File: src/rtl/dest_control.sv
// Read-side controller of the dual-clock FIFO: synchronizes the write pointer into clk_d,
// derives empty/fill level and registers read data. Optional macro DEST_GRAY_PTR_EN selects Gray pointers.
module dest_control #(
  parameter int DATA_WIDTH  = 8,
  parameter int PTR_WIDTH   = 3,
  parameter int SYNC_STAGES = 2
) (
  input  logic                  clk_d,
  input  logic                  rst,
  input  logic                  read_signal,
  input  logic [PTR_WIDTH-1:0]  write_pointer,
  input  logic [DATA_WIDTH-1:0] din,
  output logic [PTR_WIDTH-1:0]  read_pointer,
  output logic [DATA_WIDTH-1:0] dout,
  output logic                  data_valid,
  output logic                  empty,
  output logic [PTR_WIDTH-1:0]  fill_level,
  output logic                  underflow
);

  logic [PTR_WIDTH-1:0]  sync_q [SYNC_STAGES];
  logic [PTR_WIDTH-1:0]  wpSync;
  logic [PTR_WIDTH-1:0]  rdPtr_q, rdPtr_d;
  logic [DATA_WIDTH-1:0] dout_q, dout_d;
  logic                  valid_q, valid_d;
  logic                  under_q, under_d;
  logic                  accept;

`ifdef DEST_GRAY_PTR_EN
  logic [PTR_WIDTH-1:0] rdPtrGray_q;

  function automatic logic [PTR_WIDTH-1:0] gray2bin(input logic [PTR_WIDTH-1:0] g);
    logic [PTR_WIDTH-1:0] b;
    b[PTR_WIDTH-1] = g[PTR_WIDTH-1];
    for (int i = PTR_WIDTH - 2; i >= 0; i--) begin
      b[i] = b[i+1] ^ g[i];
    end
    return b;
  endfunction

  // Only the Gray form crosses domains; arithmetic stays binary.
  assign wpSync       = gray2bin(sync_q[SYNC_STAGES-1]);
  assign read_pointer = rdPtrGray_q;

  always_ff @(posedge clk_d or posedge rst) begin
    if (rst) begin
      rdPtrGray_q <= '0;
    end else begin
      rdPtrGray_q <= rdPtr_d ^ (rdPtr_d >> 1);
    end
  end
`else
  assign wpSync       = sync_q[SYNC_STAGES-1];
  assign read_pointer = rdPtr_q;
`endif

  assign empty      = (wpSync == rdPtr_q);
  assign fill_level = wpSync - rdPtr_q;
  assign accept     = read_signal & ~empty;
  assign dout       = dout_q;
  assign data_valid = valid_q;
  assign underflow  = under_q;

  always_comb begin
    rdPtr_d = rdPtr_q;
    dout_d  = dout_q;
    valid_d = 1'b0;
    under_d = under_q;
    if (accept) begin
      rdPtr_d = rdPtr_q + PTR_WIDTH'(1);
      dout_d  = din;
      valid_d = 1'b1;
    end else if (read_signal) begin
      under_d = 1'b1;
    end
  end

  // A stale synchronized write pointer can only make empty look true longer, never shorter.
  always_ff @(posedge clk_d or posedge rst) begin
    if (rst) begin
      for (int i = 0; i < SYNC_STAGES; i++) begin
        sync_q[i] <= '0;
      end
      rdPtr_q <= '0;
      dout_q  <= '0;
      valid_q <= 1'b0;
      under_q <= 1'b0;
    end else begin
      sync_q[0] <= write_pointer;
      for (int i = 1; i < SYNC_STAGES; i++) begin
        sync_q[i] <= sync_q[i-1];
      end
      rdPtr_q <= rdPtr_d;
      dout_q  <= dout_d;
      valid_q <= valid_d;
      under_q <= under_d;
    end
  end

endmodule

File: config.mk
export PLATFORM = sky130hd
export DESIGN_NAME = dest_control
export DESIGN_NICKNAME = d
export VERILOG_FILES = /design/src/rtl/dest_control.sv
export SDC_FILE = /design/constraint.sdc
export NUM_CORES = 1
export LEC_CHECK = 0
export CAP_MARGIN = 20
export CORE_MARGIN = 10
export CORE_UTILIZATION = 44
export DETAILED_ROUTE_END_ITERATION = 8
export GPL_TIMING_DRIVEN = 0
export PLACE_DENSITY_LB_ADDON = 0.12
export SLEW_MARGIN = 25
export SYNTH_ARGS = -nofsm -noshare
export SYNTH_HDL_FRONTEND = slang
export SYNTH_SLANG_ARGS = --single-unit
File: constraint.sdc
create_clock -name clk_d -period 4.73 [get_ports clk_d]
set_input_delay 0.7095 -clock clk_d [delete_from_list [all_inputs] [get_ports clk_d]]
set_output_delay 0.7095 -clock clk_d [all_outputs]
set_load 0.005 [all_outputs]
==> impl_metrics.toml, run 1 <==
[sta]
slew_violations = 0
fin_worst_skew_ps = 1.93
worstMarginPinSlew_ps = 695
whs_ps = 357
rsz0062_at_grt = "false"
maxSlewHeadroom_pct = 53.6
max_freq_ghz = 0.368
setup_tns_ps = 0
final-setup-viol-count = 0
min_period_ps = 2720
hold_violations = 0
finalCritPeriodShare_pct = 57.5

[hold_path]
hold_class = "flip-flop to flip-flop"

[detailed_routing]
wl_per_cell_um = 13.4
drt-total-wl_um = 1480
dr.pass1.iters = 4
vias = 484
drt_first_iter_violations = 8
routed_via_density = 4.40
postRouteAntennaNets = 0
drc = 0

[final_layout]
antennaDiodeCount = 0
fin_util_pct = 67.0
fin_nets = 104
final_common_cell = "clkdlybuf4s50_1"
layout_common_cells = "clkdlybuf4s50_1 (30), dfrtp_1 (19), mux2_4 (8)"
syn2layout_area_growth_pct = 45.5
drive_gt1_share_pct = 18.8

[die]
die_h_um = 62.3
placementRows = 15
dieArea_um2 = 3880
core_um2 = 1710
die_w_um = 62.3
io_pins = 31
start_util_pct = 46.0

[synthesis]
avgSynthCellArea_um2 = 15.4
synth_cell_type_count = 16
ys_seq_area_share_pct = 60.5
yosys_warnings = 0
synth-seq-cells = 19
syn-instance-count = 51
syn_nets = 69
synth_area_um2 = 786

[clock_network]
clk_path_buf_depth = 2
cts.sinks = 19
holdBufCountCts = 0
worstSkewPairLatency_ps = 290
h-tree-depth = 1
root_buffer = "clkbuf_4"
cts_setup_buffers = 0
cts_tree = "done"
cts_buffers = 3
cts.clk_slew.worst_paths_ps = 100
post_cts_resized = 0

[placed_design]
dp_hpwl_um = 1200
gp_congestion = 0.748
portBuffers = 30

[setup_path]
worstPathCellList = "ha_1, fa_1, xor2_1, clkdlybuf4s50_1"
crit_start = "read_pointer[0]"
worstSetupPathType = "flip-flop to primary output"
r2r_cells = 6
cp.arrival_ps = 2010
cp_slowest_stage_delay_ps = 520
end_kind = "primary output"
reg2reg_to = "dout[0]"
worstPathMaxFanout = 4
crit_path_start_kind = "flip-flop"
critPathSlowestCell = "clkdlybuf4s50_1"
cp-endpoint = "fill_level[2]"
r2r-start = "read_pointer[1]"
r2r_slack_ps = 3050
required_ps = 4020

[grt]
overflow = 0
top_usage_layer = "met2"
antenna_found_initial = 0
grt_usage_pct = 7.62
grt_pass1_vias = 539
grt_pass1_wl_um = 2460
use_met1_pct = 8.13
grt_util_met2_pct = 12.2
grt_max_degree = 20
grt_util_met3_pct = 4.12

[status]
status = "finished clean"

[power_and_ir_drop]
peakVddDrop_uv = 243
powerDensity_nw_per_um2 = 534
p_leak_uw = 0.000530

[job]
cap_viol_max_count = 0
==> worst max-delay path: cells and delay by family (launching register included) <==
family / cells / cell delay [ps]
DFF: 1 / 440
adders and majority gates: 2 / 610
xor gates and xnor gates: 1 / 150
buffers and inverters: 1 / 520
==> final cells by class <==
type                            instances  area (um^2)
Clock buffer                            4         26.3
Sequential cell                        19          475
Buffer                                  1         11.3
Inverter                                7         26.3
Fill cell                             130          564
Timing Repair Buffer                   30          300
Multi-Input combinational cell         24          273
Tap cell                               25         31.3
==> per-layer routing <==
| metal | up-vias | routed length (um) |
|---|---|---|
| met1 | 230 | 644 |
| li1 | 231 | - |
| met4 | 0 | 0 |
| met2 | 23 | 677 |
| met5 | - | 0 |
| met3 | 0 | 157 |
==> report_power, final <==
part           leakage (uW)  switching [uW]  total (uW)  internal [uW]
sequential         0.000220            34.8         242            207
combinational      0.000295            92.4         290            198
clock             0.0000150            46.4        79.1           32.8
total              0.000530             174         611            437
==> Yosys cell counts <==
library cell	number	area, um^2
xor2_1	1	8.76
xor2_2	1	16.3
mux2_2	1	11.3
a221o_2	1	11.3
o21ai_2	1	8.76
inv_1	7	26.3
nor3b_1	1	7.51
buf_6	1	11.3
mux2_4	8	120
dfrtp_1	19	475
ha_1	3	37.5
nor2_1	2	7.51
fa_1	1	20.0
xnor2_1	1	8.76
nand2_1	2	7.51
a21o_1	1	7.51
==> per-stage QoR <==
step / power [uW] / cell area (um^2) / worst slack [ps] / cells
floorplan: 377 / 786 / 2850 / 51
global placement: 538 / 1120 / 2340 / 106
detailed placement: 543 / 1120 / 2310 / 106
CTS: 623 / 1140 / 1980 / 110
global route: 658 / 1140 / 1910 / 110
finish: 611 / 1140 / 2010 / 110
==> state kept, by name, summed over array words and instances (netlist names) <==
register and flops:
data_valid 1, dout 8, read_pointer 3, sync_q 3, underflow 1, wpSync 3
==> logic make-up (layout without fill, tap and decap cells) <==
| logic type | count (synthesis) | in the layout | share of synthesized area [%] |
|---|---|---|---|
| DFF | 19 | 19 | 60.5 |
| muxes | 9 | 9 | 16.7 |
| buffers and inverters | 8 | 42 | 4.78 |
| and+or+nand+nor | 5 | 5 | 2.87 |
| adders and majority gates | 4 | 4 | 7.33 |
| AOI/OAI and AO/OA | 3 | 3 | 3.50 |
| xor gates and xnor gates | 3 | 3 | 4.30 |
==> worst min path at each step <==
stage	startpoint	end	cells after the start
detailed placement	sync_q[3]	wpSync[0]	0
finish	sync_q[3]	wpSync[0]	0
CTS	sync_q[3]	wpSync[0]	0
global placement	sync_q[5]	wpSync[2]	0
floorplan	sync_q[3]	wpSync[0]	0
global route	sync_q[3]	wpSync[0]	0
No activity file was read; power rests on OpenSTA's default activity.
==> run 2, diff against run 1 <==
--- a/config.mk
+++ b/config.mk
@@ -7,7 +7,7 @@
 export LEC_CHECK = 0
 export CAP_MARGIN = 20
 export CORE_MARGIN = 10
-export CORE_UTILIZATION = 44
+export CORE_UTILIZATION = 41
 export DETAILED_ROUTE_END_ITERATION = 8
 export GPL_TIMING_DRIVEN = 0
 export PLACE_DENSITY_LB_ADDON = 0.12
==> constraint.sdc (replaced) <==
create_clock -name clk_d -period 2.8 [get_ports clk_d]
set_input_delay 0.42 -clock clk_d [delete_from_list [all_inputs] [get_ports clk_d]]
set_output_delay 0.42 -clock clk_d [all_outputs]
set_load 0.005 [all_outputs]
==> impl_metrics.toml, run 2 (same netlist as run 1, synthesis figures left out) <==
[clock_network]
cts_buffers = 3
h-tree-depth = 1
post_cts_resized = 0
cts.clk_slew.worst_paths_ps = 100
holdBufCountCts = 0
root_buffer = "clkbuf_4"
cts_tree = "done"
cts_setup_buffers = 0
cts.sinks = 19
clk_path_buf_depth = 2
worstSkewPairLatency_ps = 280

[final_layout]
multiInputGateArea_um2 = 273
fin_nets = 104
largest_register_ffs = 8
antennaDiodeCount = 0
fillers = 152
regArea_um2 = 475
fin_util_pct = 64.8
syn2layout_area_growth_pct = 45.5
final_common_cell = "clkdlybuf4s50_1"
drive_gt1_share_pct = 18.8
layout_common_cells = "clkdlybuf4s50_1 (30), dfrtp_1 (19), mux2_4 (8)"

[sta]
hold_violations = 0
fin_worst_skew_ps = 3.66
setup_tns_ps = 0
min_period_ps = 2420
whs_ps = 356
rsz0062_at_grt = "false"
setup_ws_ps = 381
finalCritPeriodShare_pct = 86.4
maxSlewHeadroom_pct = 54.1
worstMarginPinSlew_ps = 688
final-setup-viol-count = 0
max_freq_ghz = 0.413
slew_violations = 0

[detailed_routing]
postRouteAntennaNets = 0
wl_per_cell_um = 13.5
drt-total-wl_um = 1480
dr.pass1.iters = 3
drt_first_iter_violations = 2
routed_via_density = 4.27
vias = 470
drc = 0

[die]
placementRows = 15
start_util_pct = 44.5
core_um2 = 1760
die_w_um = 63.8
die_h_um = 63.8
dieArea_um2 = 4070
io_pins = 31

[setup_path]
r2r_slack_ps = 1100
required_ps = 2380
cp.arrival_ps = 2000
crit_path_start_kind = "flip-flop"
crit_start = "read_pointer[0]"
worstPathMaxFanout = 4
end_kind = "primary output"
r2r-start = "read_pointer[1]"
worstSetupPathType = "flip-flop to primary output"

[power_and_ir_drop]
power_uw = 1040
peakVddDrop_uv = 477
p_leak_uw = 0.000530
powerDensity_nw_per_um2 = 906

[placed_design]
place_ws_ps = 670
gp_congestion = 0.763
dp_hpwl_um = 1210
portBuffers = 30

[grt]
grt_usage_pct = 7.76
grt_pass1_wl_um = 2600
overflow = 0
grt_pass1_vias = 550
antenna_found_initial = 0
grt_max_degree = 20

[status]
status = "finished clean"

[hold_path]
worstHoldStart = "sync_q[3]"
hold_class = "flip-flop to flip-flop"

[job]
cap_viol_max_count = 0
==> run 2: cell counts in the layout (fill, tap and decap cells not counted) <==
Identical to the previous run, type by type.
==> run 2: report_power, final <==
group / leakage, uW / switching [uW] / total (uW) / internal (uW)
clock: 0.0000150 / 76.7 / 132 / 55.3
combinational: 0.000295 / 161 / 496 / 335
sequential: 0.000220 / 59.3 / 408 / 349
total: 0.000530 / 297 / 1040 / 739
==> run 2: final cells by class <==
cell class / count / area share, %
tap: 25 / 2.74
sequential: 19 / 41.6
buffer: 1 / 0.985
multi-input combinational: 24 / 23.9
inverter: 7 / 2.30
timing repair buffer: 30 / 26.3
clock buffer: 4 / 2.30
==> run 2: critical path, stage by stage, from the launching register on <==
cell and delay [ps]:
dfrtp_1 440, ha_1 230, fa_1 380, xor2_1 160, clkdlybuf4s50_1 520
==> run 2: metal layers <==
layer / wire, um / GRT usage [%]
met1: 609 / 8.68
met2: 715 / 12.4
met3: 155 / 4.18
met4: 0 / 2.46
met5: 0 / 0
==> run 2: final timing paths <==
kind,endpoint,cells after the start
worst max register to register,dout[6],6
max in group asynchronous,read_pointer[2],2
worst max-delay path,fill_level[2],4
worst min-delay path,wpSync[0],0
worst min register to register,wpSync[0],0
min in group asynchronous,dout[5],2
==> run 2: through the flow <==
stage | cells | instance area [um^2]
2_1_floorplan | 51 | 786
3_3_place_gp | 106 | 1120
3_5_place_dp | 106 | 1120
4_1_cts | 110 | 1140
5_1_grt | 110 | 1140
6_report | 110 | 1140
==> run 3, diff against run 2 <==
--- a/config.mk
+++ b/config.mk
@@ -6,6 +6,7 @@
 export NUM_CORES = 1
 export LEC_CHECK = 0
 export CAP_MARGIN = 20
+export CORE_ASPECT_RATIO = 1.2
 export CORE_MARGIN = 10
 export CORE_UTILIZATION = 41
 export DETAILED_ROUTE_END_ITERATION = 8
==> impl_metrics.toml, run 3 (same netlist as run 1, synthesis figures left out) <==
[sta]
maxSlewHeadroom_pct = 54.9
rsz0062_at_grt = "false"
slew_violations = 0
setup_tns_ps = 0
finalCritPeriodShare_pct = 85.4
hold_violations = 0
final-setup-viol-count = 0
max_freq_ghz = 0.418
min_period_ps = 2390
fin_worst_skew_ps = 7.21
worstMarginPinSlew_ps = 676

[die]
placementRows = 17
die_w_um = 60.0
core_um2 = 1830
io_pins = 31
start_util_pct = 43.0
dieArea_um2 = 4070
die_h_um = 68.0

[final_layout]
syn2layout_area_growth_pct = 44.6
finish.instance_area_um2 = 1140
antennaDiodeCount = 0
fin_util_pct = 62.1
layout_common_cells = "clkdlybuf4s50_1 (30), dfrtp_1 (19), mux2_4 (8)"
largest_register_ffs = 8
layout.cells.non_filler = 104
drive_gt1_share_pct = 18.8
fin_nets = 104
final_common_cell = "clkdlybuf4s50_1"

[power_and_ir_drop]
power_uw = 1030
peakVddDrop_uv = 521
powerDensity_nw_per_um2 = 905
p_leak_uw = 0.000530

[placed_design]
gp_congestion = 0.712
dp_hpwl_um = 1160
placed_cell_area_um2 = 1110
portBuffers = 30
placed_cells = 100

[detailed_routing]
drt_first_iter_violations = 4
postRouteAntennaNets = 0
vias = 483
dr.pass1.iters = 3
wl_per_cell_um = 13.8
routed_via_density = 4.64
drc = 0
drt-total-wl_um = 1430

[clock_network]
post_cts_resized = 0
cts.clk_slew.worst_paths_ps = 90
h-tree-depth = 1
cts_setup_buffers = 0
holdBufCountCts = 0
cts_tree = "done"
clk_path_buf_depth = 2
worstSkewPairLatency_ps = 280
root_buffer = "clkbuf_4"
cts.sinks = 19
cts_buffers = 3

[setup_path]
cp.arrival_ps = 1970
required_ps = 2380
r2r_slack_ps = 1110
crit_path_start_kind = "flip-flop"
r2r_cells = 6
r2r-start = "read_pointer[1]"
worstSetupPathType = "flip-flop to primary output"
worstPathMaxFanout = 4
end_kind = "primary output"
reg2reg_to = "read_pointer[1]"

[grt]
grt_pass1_vias = 562
overflow = 0
grt_pass1_wl_um = 2440
grt_max_degree = 20
grt_usage_pct = 7.76
antenna_found_initial = 0

[hold_path]
hold_class = "flip-flop to flip-flop"
worstHoldStart = "sync_q[3]"
hold_path_depth = 0
hold_path_end = "wpSync[0]"

[job]
cap_viol_max_count = 0

[status]
status = "finished clean"
run 3: cell counts in the layout (fill, tap and decap cells not counted):
No cell type changed its count.
run 3: layer usage:
layer	GRT usage [%]	up-vias	routed length, um
li1	-	228	-
met5	0	-	0
met3	4.26	2	186
met4	4.78	0	13
met1	7.73	234	517
met2	12.4	19	713
run 3: worst max path at each step:
stage,startpoint,end,cells past startpoint
final,read_pointer[0],fill_level[2],4
after global routing,read_pointer[0],fill_level[2],4
after CTS,read_pointer[0],fill_level[2],4
after detailed placement,read_pointer[0],fill_level[2],4
after global placement,read_pointer[0],fill_level[2],4
after floorplan,read_pointer[0],fill_level[2],3
run 3: critical path, stage by stage, from the launching register on:
cell and delay, ps:
dfrtp_1 430, ha_1 230, fa_1 370, xor2_1 150, clkdlybuf4s50_1 510
run 3: power breakdown:
| group | total [uW] | internal (uW) | switching [uW] |
|---|---|---|---|
| Clock | 129 | 55.3 | 73.5 |
| Combinational | 491 | 335 | 156 |
| Sequential | 408 | 349 | 58.4 |
run 3: cell type report:
| class | instances | area (um^2) |
|---|---|---|
| sequential | 19 | 475 |
| tap | 19 | 23.8 |
| fill | 161 | 693 |
| multi-input combinational | 24 | 273 |
| clock buffer | 4 | 26.3 |
| timing repair buffer | 30 | 300 |
| inverter | 7 | 26.3 |
| buffer | 1 | 11.3 |
run 3: per-stage QoR:
step / hold WS [ps] / setup slack [ps]
after floorplan: 331 / 1210
after global placement: 332 / 689
after detailed placement: 339 / 698
after CTS: 361 / 370
after global routing: 365 / 283
final: 357 / 408
